<file path="config.mk">
export PLATFORM = sky130hd
export DESIGN_NAME = dcache_miss_fsm
export DESIGN_NICKNAME = d
export VERILOG_FILES = /design/src/rtl/dcache_miss_fsm.sv
export SDC_FILE = /design/constraint.sdc
export NUM_CORES = 1
export LEC_CHECK = 0
export ABC_AREA = 1
export BUFFER_PORTS_ARGS = -buffer_cell sky130_fd_sc_hd__buf_2
export CAP_MARGIN = 20
export CELL_PAD_IN_SITES_DETAIL_PLACEMENT = 2
export CELL_PAD_IN_SITES_GLOBAL_PLACEMENT = 2
export CORE_MARGIN = 8
export CORE_UTILIZATION = 30
export CTS_CLUSTER_DIAMETER = 120
export DETAILED_ROUTE_END_ITERATION = 7
export PLACE_DENSITY = 0.83
export SLEW_MARGIN = 20
export SYNTH_ARGS = -nofsm -noshare
export SYNTH_HDL_FRONTEND = slang
export SYNTH_SLANG_ARGS = --single-unit
export TNS_END_PERCENT = 10
</file>
<file path="constraint.sdc">
create_clock -name clk -period 1.75 [get_ports clk]
set_input_delay 0.175 -clock clk [delete_from_list [all_inputs] [get_ports clk]]
set_output_delay 0.175 -clock clk [all_outputs]
set_load 0.05 [all_outputs]
</file>
<file path="src/rtl/dcache_miss_fsm.sv">
// Miss sequencer for the direct-mapped MEM-stage data cache: hit strobes,
// dirty-victim write-back, multi-cycle refill, and a saturating miss counter.
module dcache_miss_fsm #(
  parameter int MEM_LATENCY = 4
) (
  input  logic        clk,
  input  logic        rst_b,
  input  logic        mem_read,
  input  logic        mem_write,
  input  logic        cache_hit,
  input  logic        cache_dirty,
  input  logic        halted,
  output logic        stall,
  output logic        we_cache,
  output logic        cache_input_type,
  output logic        set_dirty,
  output logic        set_valid,
  output logic        we_memory,
  output logic        memory_address_type,
  output logic [31:0] miss_count
);

  localparam int CW = (MEM_LATENCY > 1) ? $clog2(MEM_LATENCY) : 1;
  localparam logic [CW-1:0] CNT_LAST = CW'(MEM_LATENCY - 1);

  typedef enum logic [1:0] {
    IDLE      = 2'd0,
    WRITEBACK = 2'd1,
    REFILL    = 2'd2,
    DONE      = 2'd3
  } state_t;

  state_t        state_q, state_d;
  logic [CW-1:0] cnt_q, cnt_d;
  logic [31:0]   missCount_q, missCount_d;

  logic req;
  logic cntLast;

  assign req        = (mem_read | mem_write) & ~halted;
  assign cntLast    = (cnt_q == CNT_LAST);
  assign miss_count = missCount_q;

  // Hit/dirty/halt are only consulted in IDLE; a started miss always runs to DONE.
  always_comb begin
    state_d     = state_q;
    cnt_d       = cnt_q;
    missCount_d = missCount_q;
    case (state_q)
      IDLE: begin
        if (req && !cache_hit) begin
          cnt_d   = '0;
          state_d = cache_dirty ? WRITEBACK : REFILL;
          if (missCount_q != 32'hFFFF_FFFF) begin
            missCount_d = missCount_q + 32'd1;
          end
        end
      end
      WRITEBACK: begin
        if (cntLast) begin
          cnt_d   = '0;
          state_d = REFILL;
        end else begin
          cnt_d = cnt_q + CW'(1);
        end
      end
      REFILL: begin
        if (cntLast) begin
          cnt_d   = '0;
          state_d = DONE;
        end else begin
          cnt_d = cnt_q + CW'(1);
        end
      end
      DONE: begin
        state_d = IDLE;
      end
      default: begin
        state_d = IDLE;
        cnt_d   = '0;
      end
    endcase
  end

  always_ff @(posedge clk or negedge rst_b) begin
    if (!rst_b) begin
      state_q     <= IDLE;
      cnt_q       <= '0;
      missCount_q <= '0;
    end else begin
      state_q     <= state_d;
      cnt_q       <= cnt_d;
      missCount_q <= missCount_d;
    end
  end

  // IDLE outputs are Mealy on the request; everything is forced low while in reset.
  always_comb begin
    stall               = 1'b0;
    we_cache            = 1'b0;
    cache_input_type    = 1'b0;
    set_dirty           = 1'b0;
    set_valid           = 1'b0;
    we_memory           = 1'b0;
    memory_address_type = 1'b0;
    if (rst_b) begin
      case (state_q)
        IDLE: begin
          if (req) begin
            if (cache_hit) begin
              if (mem_write) begin
                we_cache  = 1'b1;
                set_dirty = 1'b1;
                set_valid = 1'b1;
              end
            end else begin
              stall = 1'b1;
            end
          end
        end
        WRITEBACK: begin
          stall               = 1'b1;
          we_memory           = 1'b1;
          memory_address_type = 1'b1;
        end
        REFILL: begin
          stall = 1'b1;
          if (cntLast) begin
            we_cache         = 1'b1;
            cache_input_type = 1'b1;
            set_valid        = 1'b1;
          end
        end
        DONE: begin
          stall = 1'b1;
        end
        default: begin
          stall = 1'b0;
        end
      endcase
    end
  end

endmodule

</file>
* Word-level counts from Yosys, hierarchy flattened
Cells that the tools add are included.
Word-level totals: bits in registers 36, latch bits 0, memory bits (writable) 0, ROM bits 0, input bits 7, output and inout port bits 39, logic and storage cells 49, memories kept 0
Operators by class: add/subtract/negate cells 2, multipliers 0, div/mod/pow operators 0, magnitude comparators 0, equality and inequality tests 8, shift-type cells 0, mux-type cells 24, bitwise logic cells 3, reductions and logical operators 9
Operator list (number):
- adder 32 x 1 -> 32 bit, second input constant | 1
- inequality test 32 bit, second input constant | 1
- two-way mux 1 bit | 14
- two-way mux 2 bit | 6
- case mux 2 bit (4 select lines) | 1
- equality test 2 bit, second input constant | 3
- inequality test 2 bit, second input constant | 3
- AND reduction 3 bit | 2
- case mux 1 bit (2 select lines) | 2
- case mux 2 bit (2 select lines) | 1
- OR reduction 3 bit | 1
- adder 2 x 1 -> 2 bit, second input constant | 1
- equality test 2 x 1 -> 1 bit, second input constant | 1
- zero test 2 bit | 1
- AND reduction 2 bit | 1
- nonzero test 2 bit | 1
- OR reduction 2 bit | 1
- bitwise AND 1 bit | 1
- logical AND 1 bit | 1
- zero test 1 bit | 1
- NOT 1 bit | 1
- bitwise OR 1 bit | 1

* Longest topological paths before layout
word-level depth 5, gate-level depth with buffers 11, mapped depth without buffers 10

* Least setup slack after synthesis
Ideal clock, no wire load.
kind reg-to-output, start point register state_q[0], end point output we_cache, data arrival time 1978 ps, required time 1575 ps, slack -403 ps, cell stages (with the launch flop) 6, buffers on the path 1, path through dfrtp_1 -> inv_1 -> ha_1 -> nand4_1 -> a21oi_1 -> buf_4
On the way: cells in the longest elaborated chain, start to end 3, elaborated cells on any way between the ends 4, those cells by class 1 x eq/ne; 2 x mux; 1 x reduce/logical
RTL lines:
- from (decl) | line 33 | state_t state_q, state_d;
- from (signal assigned) | line 91 | state_q <= state_d;
- equality test 2 bit / zero test 2 bit (equally long branches)
- case mux 1 bit (2 select lines) (*)
- two-way mux 1 bit (*)
- to (decl) | line 14 | output logic we_cache,
Mark *: on every way between the ends. The rest lies on a longest branch, timed or not.

* Worst setup path after layout
start point register missCount_q[14], in the netlist miss_count[14], end point register missCount_q[26], in the netlist miss_count[26]
On the way: cells in the longest elaborated chain, start to end 2, elaborated cells on any way between the ends 3, those cells by class 1 x add/sub; 1 x eq/ne; 1 x reduce/logical
RTL lines:
- from (decl) | line 35 | logic [31:0] missCount_q, missCount_d;
- from (signal assigned) | line 93 | missCount_q <= missCount_d;
- branches (longest 2 deep; another with adder 32 x 1 -> 32 bit)
Parallel ways; which one is timed is not known. A chain may end at the register's enable or synchronous reset.

==> summary.txt <==
Route
  • Wirelength per Cell: 20.2 um
  • Routed vias: 2869
  • Drt first pass iters: 4
  • First DRT Iteration DRCs: 110
  • WL final: roughly 12000 um
  • Vias/cell: approximately 5.0
  • Routed Antenna Nets: 0
  • DR DRC count: 0

Timing
  • Fin Hold WS: 233 ps
  • Final Cycle Share: 1.11
  • Final Setup Violations: 22
  • Max transition margin: 0.676
  • Fin Clk Skew: 9.89 ps
  • RSZ-0062 raised after global routing: true
  • Final Hold Viols: 0
  • Post-route minimum period: 1950 ps
  • Fin worst setup slack: -197 ps
  • Fin. max-slew vios: 0
  • Slew @ Worst Pin: 486 ps
  • Fmax: 0.514 GHz

Setup path
  • Crit-path most repeated cell: nand2_1
  • Buf/Inv on CP: 0
  • CP max-delay cell: nor2_1
  • Critical path class: reg2reg
  • Startpoint Class: flop
  • Crit-path max FO: 4
  • CP cell instances: nand2_1 -> nor2_1 -> nand2_1 -> nor2_1 -> nand2_1 -> nand2_1 -> nand2_1 -> nand2_1 -> nand2_1
  • Arrival @ worst endpoint: ~2100 ps
  • Crit end category: flop
  • WP data required: 1930 ps
  • CP peak stage delay: 420 ps
  • Largest delay share family, worst path: simple AND/OR/NAND/NOR gates

Placed design
  • Port-buffer cells: 45
  • Post-DP HPWL: roughly 7300 um
  • Gp weighted congestion: about 0.80
  • Pre-CTS WS: around 24 ps

Synthesis
  • Post-synth top area cell: dfrtp_1
  • Commonest cells post-synth: nand2_1, nor2_1, dfrtp_1
  • Seq cells post-synth: 36
  • Ys async rst share: 1.00
  • Yosys warns: 0
  • Post-Syn Nets: 397
  • Top-area cell type share of the netlist area: 0.352
  • Mean post-synth cell area: about 6.6 um^2
  • Sequential element share of the synthesized area: 0.352
  • Post-synthesis cell area: 2560 um^2
  • Top_reg_cell synth: dfrtp_1
  • Netlist cell types: 25
  • EDFF count, synth: 0
  • Top-count cell post-synth: nand2_1
  • Synth area leaders: dfrtp_1, nand2_1, nor2_1, inv_1, nand3_1
  • Post-Synthesis Cells: 385

Cells and area
  • Share of layout cells above drive strength 1: 0.313
  • N_diodes: 0
  • Fin nets: between 400 and 500
  • Area grow syn2layout: 34.9%

Run status
  • Status: complete, but fails checks
  • Violated checks: setup timing

Global route
  • Gr ovfl total: 0
  • Global router's overall resource usage: 0.166
  • First-pass GRT wire length: 15500 um
  • Initial antenna violation count: 0
  • Vias in the first global route: 3057
  • Largest net degree at the start of global routing: 35

Clock network
  • CTS buffer count: 5
  • Clock Pin Slew Worst Setup and Hold Paths: 80 ps
  • Clk sinks: 36
  • CTS Buffer Depth: 2
  • CTS H-tree depth: 2
  • Root Driver: clkbuf_8
  • CTS tree: built
  • Clk Latency, worst-skew pair: 300 ps

Floorplan
  • Full die area: 11700 um^2
  • Num rows: 33
  • Die width: 108 um
  • Chip height: ~110 um
  • Initial Util: 0.310
  • Top Ports: 46
  • Core ar.: 8260 um^2

Power
  • Pwr dens: 849 nW/um^2
  • VDD IR max: 0.000599 V
  • P_leak: 1.72 nW

Worst hold path
  • Min-Delay Path Class: in2async

Flow run
  • Max-cap violations: 0
## registers in the layout, indices dropped and copies added, names as in the netlist
register / count
cnt_q: 2
miss_count: 32
state_q: 2
## stage by stage
stage	TNS [ps]	power (mW)	util	instance area (um^2)	cells
after floorplan	0	1.72	-	2600	385
after global placement	0	1.92	0.368	3040	548
after detailed placement	0	1.98	0.368	3040	548
after CTS	0	2.80	0.385	3180	557
after global routing	-3170	3.08	0.418	3450	575
final	-602	2.93	0.418	3450	575
## final cells by class
cell class / instances / area [um^2]
Clock inverter: 2 / 35.0
Tap cell: 105 / 131
Multi-Input combinational cell: 313 / 1560
Timing Repair Buffer: 82 / 578
Fill cell: 1036 / 4810
Inverter: 30 / 139
Timing Repair inverter: 1 / 11.3
Sequential cell: 36 / 922
Clock buffer: 6 / 72.6
## path summary, 6_finish.rpt
| path | from | endpoint | slack, ps | depth (start not counted) |
|---|---|---|---|---|
| hold reg to reg | cnt_q[1] | cnt_q[1] | 570 | 2 |
| setup / recovery | miss_count[14] | miss_count[26] | -200 | 9 |
| max in group asynchronous | rst_b | miss_count[25] | 800 | 3 |
| min in group clk | cache_dirty | state_q[1] | 260 | 4 |
| hold / removal | rst_b | state_q[0] | 230 | 2 |
| setup reg to reg | miss_count[14] | miss_count[26] | -200 | 9 |
## worst reg2reg max path: stages (launching register included)
cell     delay, ps
dfrtp_1        370
nand2_1        170
nor2_1         420
nand2_1        210
nor2_1         250
nand2_1        130
nand2_1        110
nand2_1         60
nand2_1         60
nand2_1         60
## report_power, final
group          internal (mW)  leakage [nW]  switching [mW]
logic                  0.412          1.20           0.726
registers              0.923         0.465          0.0978
clock network          0.424        0.0552           0.348
## metal layers
metal  global-route usage  up-vias  part of all wire
met5                    0        -                 0
met4               0.0293        0             0.025
met3               0.0268       18             0.034
met2                0.308       55              0.53
met1                0.197     1440              0.41
li1                     -     1356                 -
## placed cells by master (no fill, tap or decap), drive strengths merged, types with 6 or more instances in the layout
master  netlist  routed
nand2       196     197
buf           7      79
nor2         56      56
dfrtp        36      36
inv          30      30
nand3        19      19
o21ai         8       8
clkbuf        0       8
xor2          7       7
xnor2         6       6
## cells by family after synthesis
logic type               count (synthesis)  synth area share
buffers and inverters                   37            0.0753
multiplexers                             1           0.00391
adder cells (fa/ha/maj)                  5            0.0244
AND/OR/NAND/NOR                        282             0.478
flip-flops                              36             0.352
XOR/XNOR                                13            0.0445
AO/OA/AOI/OAI                           11            0.0215
## timing repair
item | 4_1_cts | 5_1_grt
resized for setup | 9 | 27
gates cloned | 0 | 4
setup endpoints to repair | 4 | 30
hold buffers | 1 | 0
pin swaps | 2 | 9
buffers inserted | 0 | 14
endpoints found under the hold margin | 2 | 0
Power figures use the tool's default switching activity.
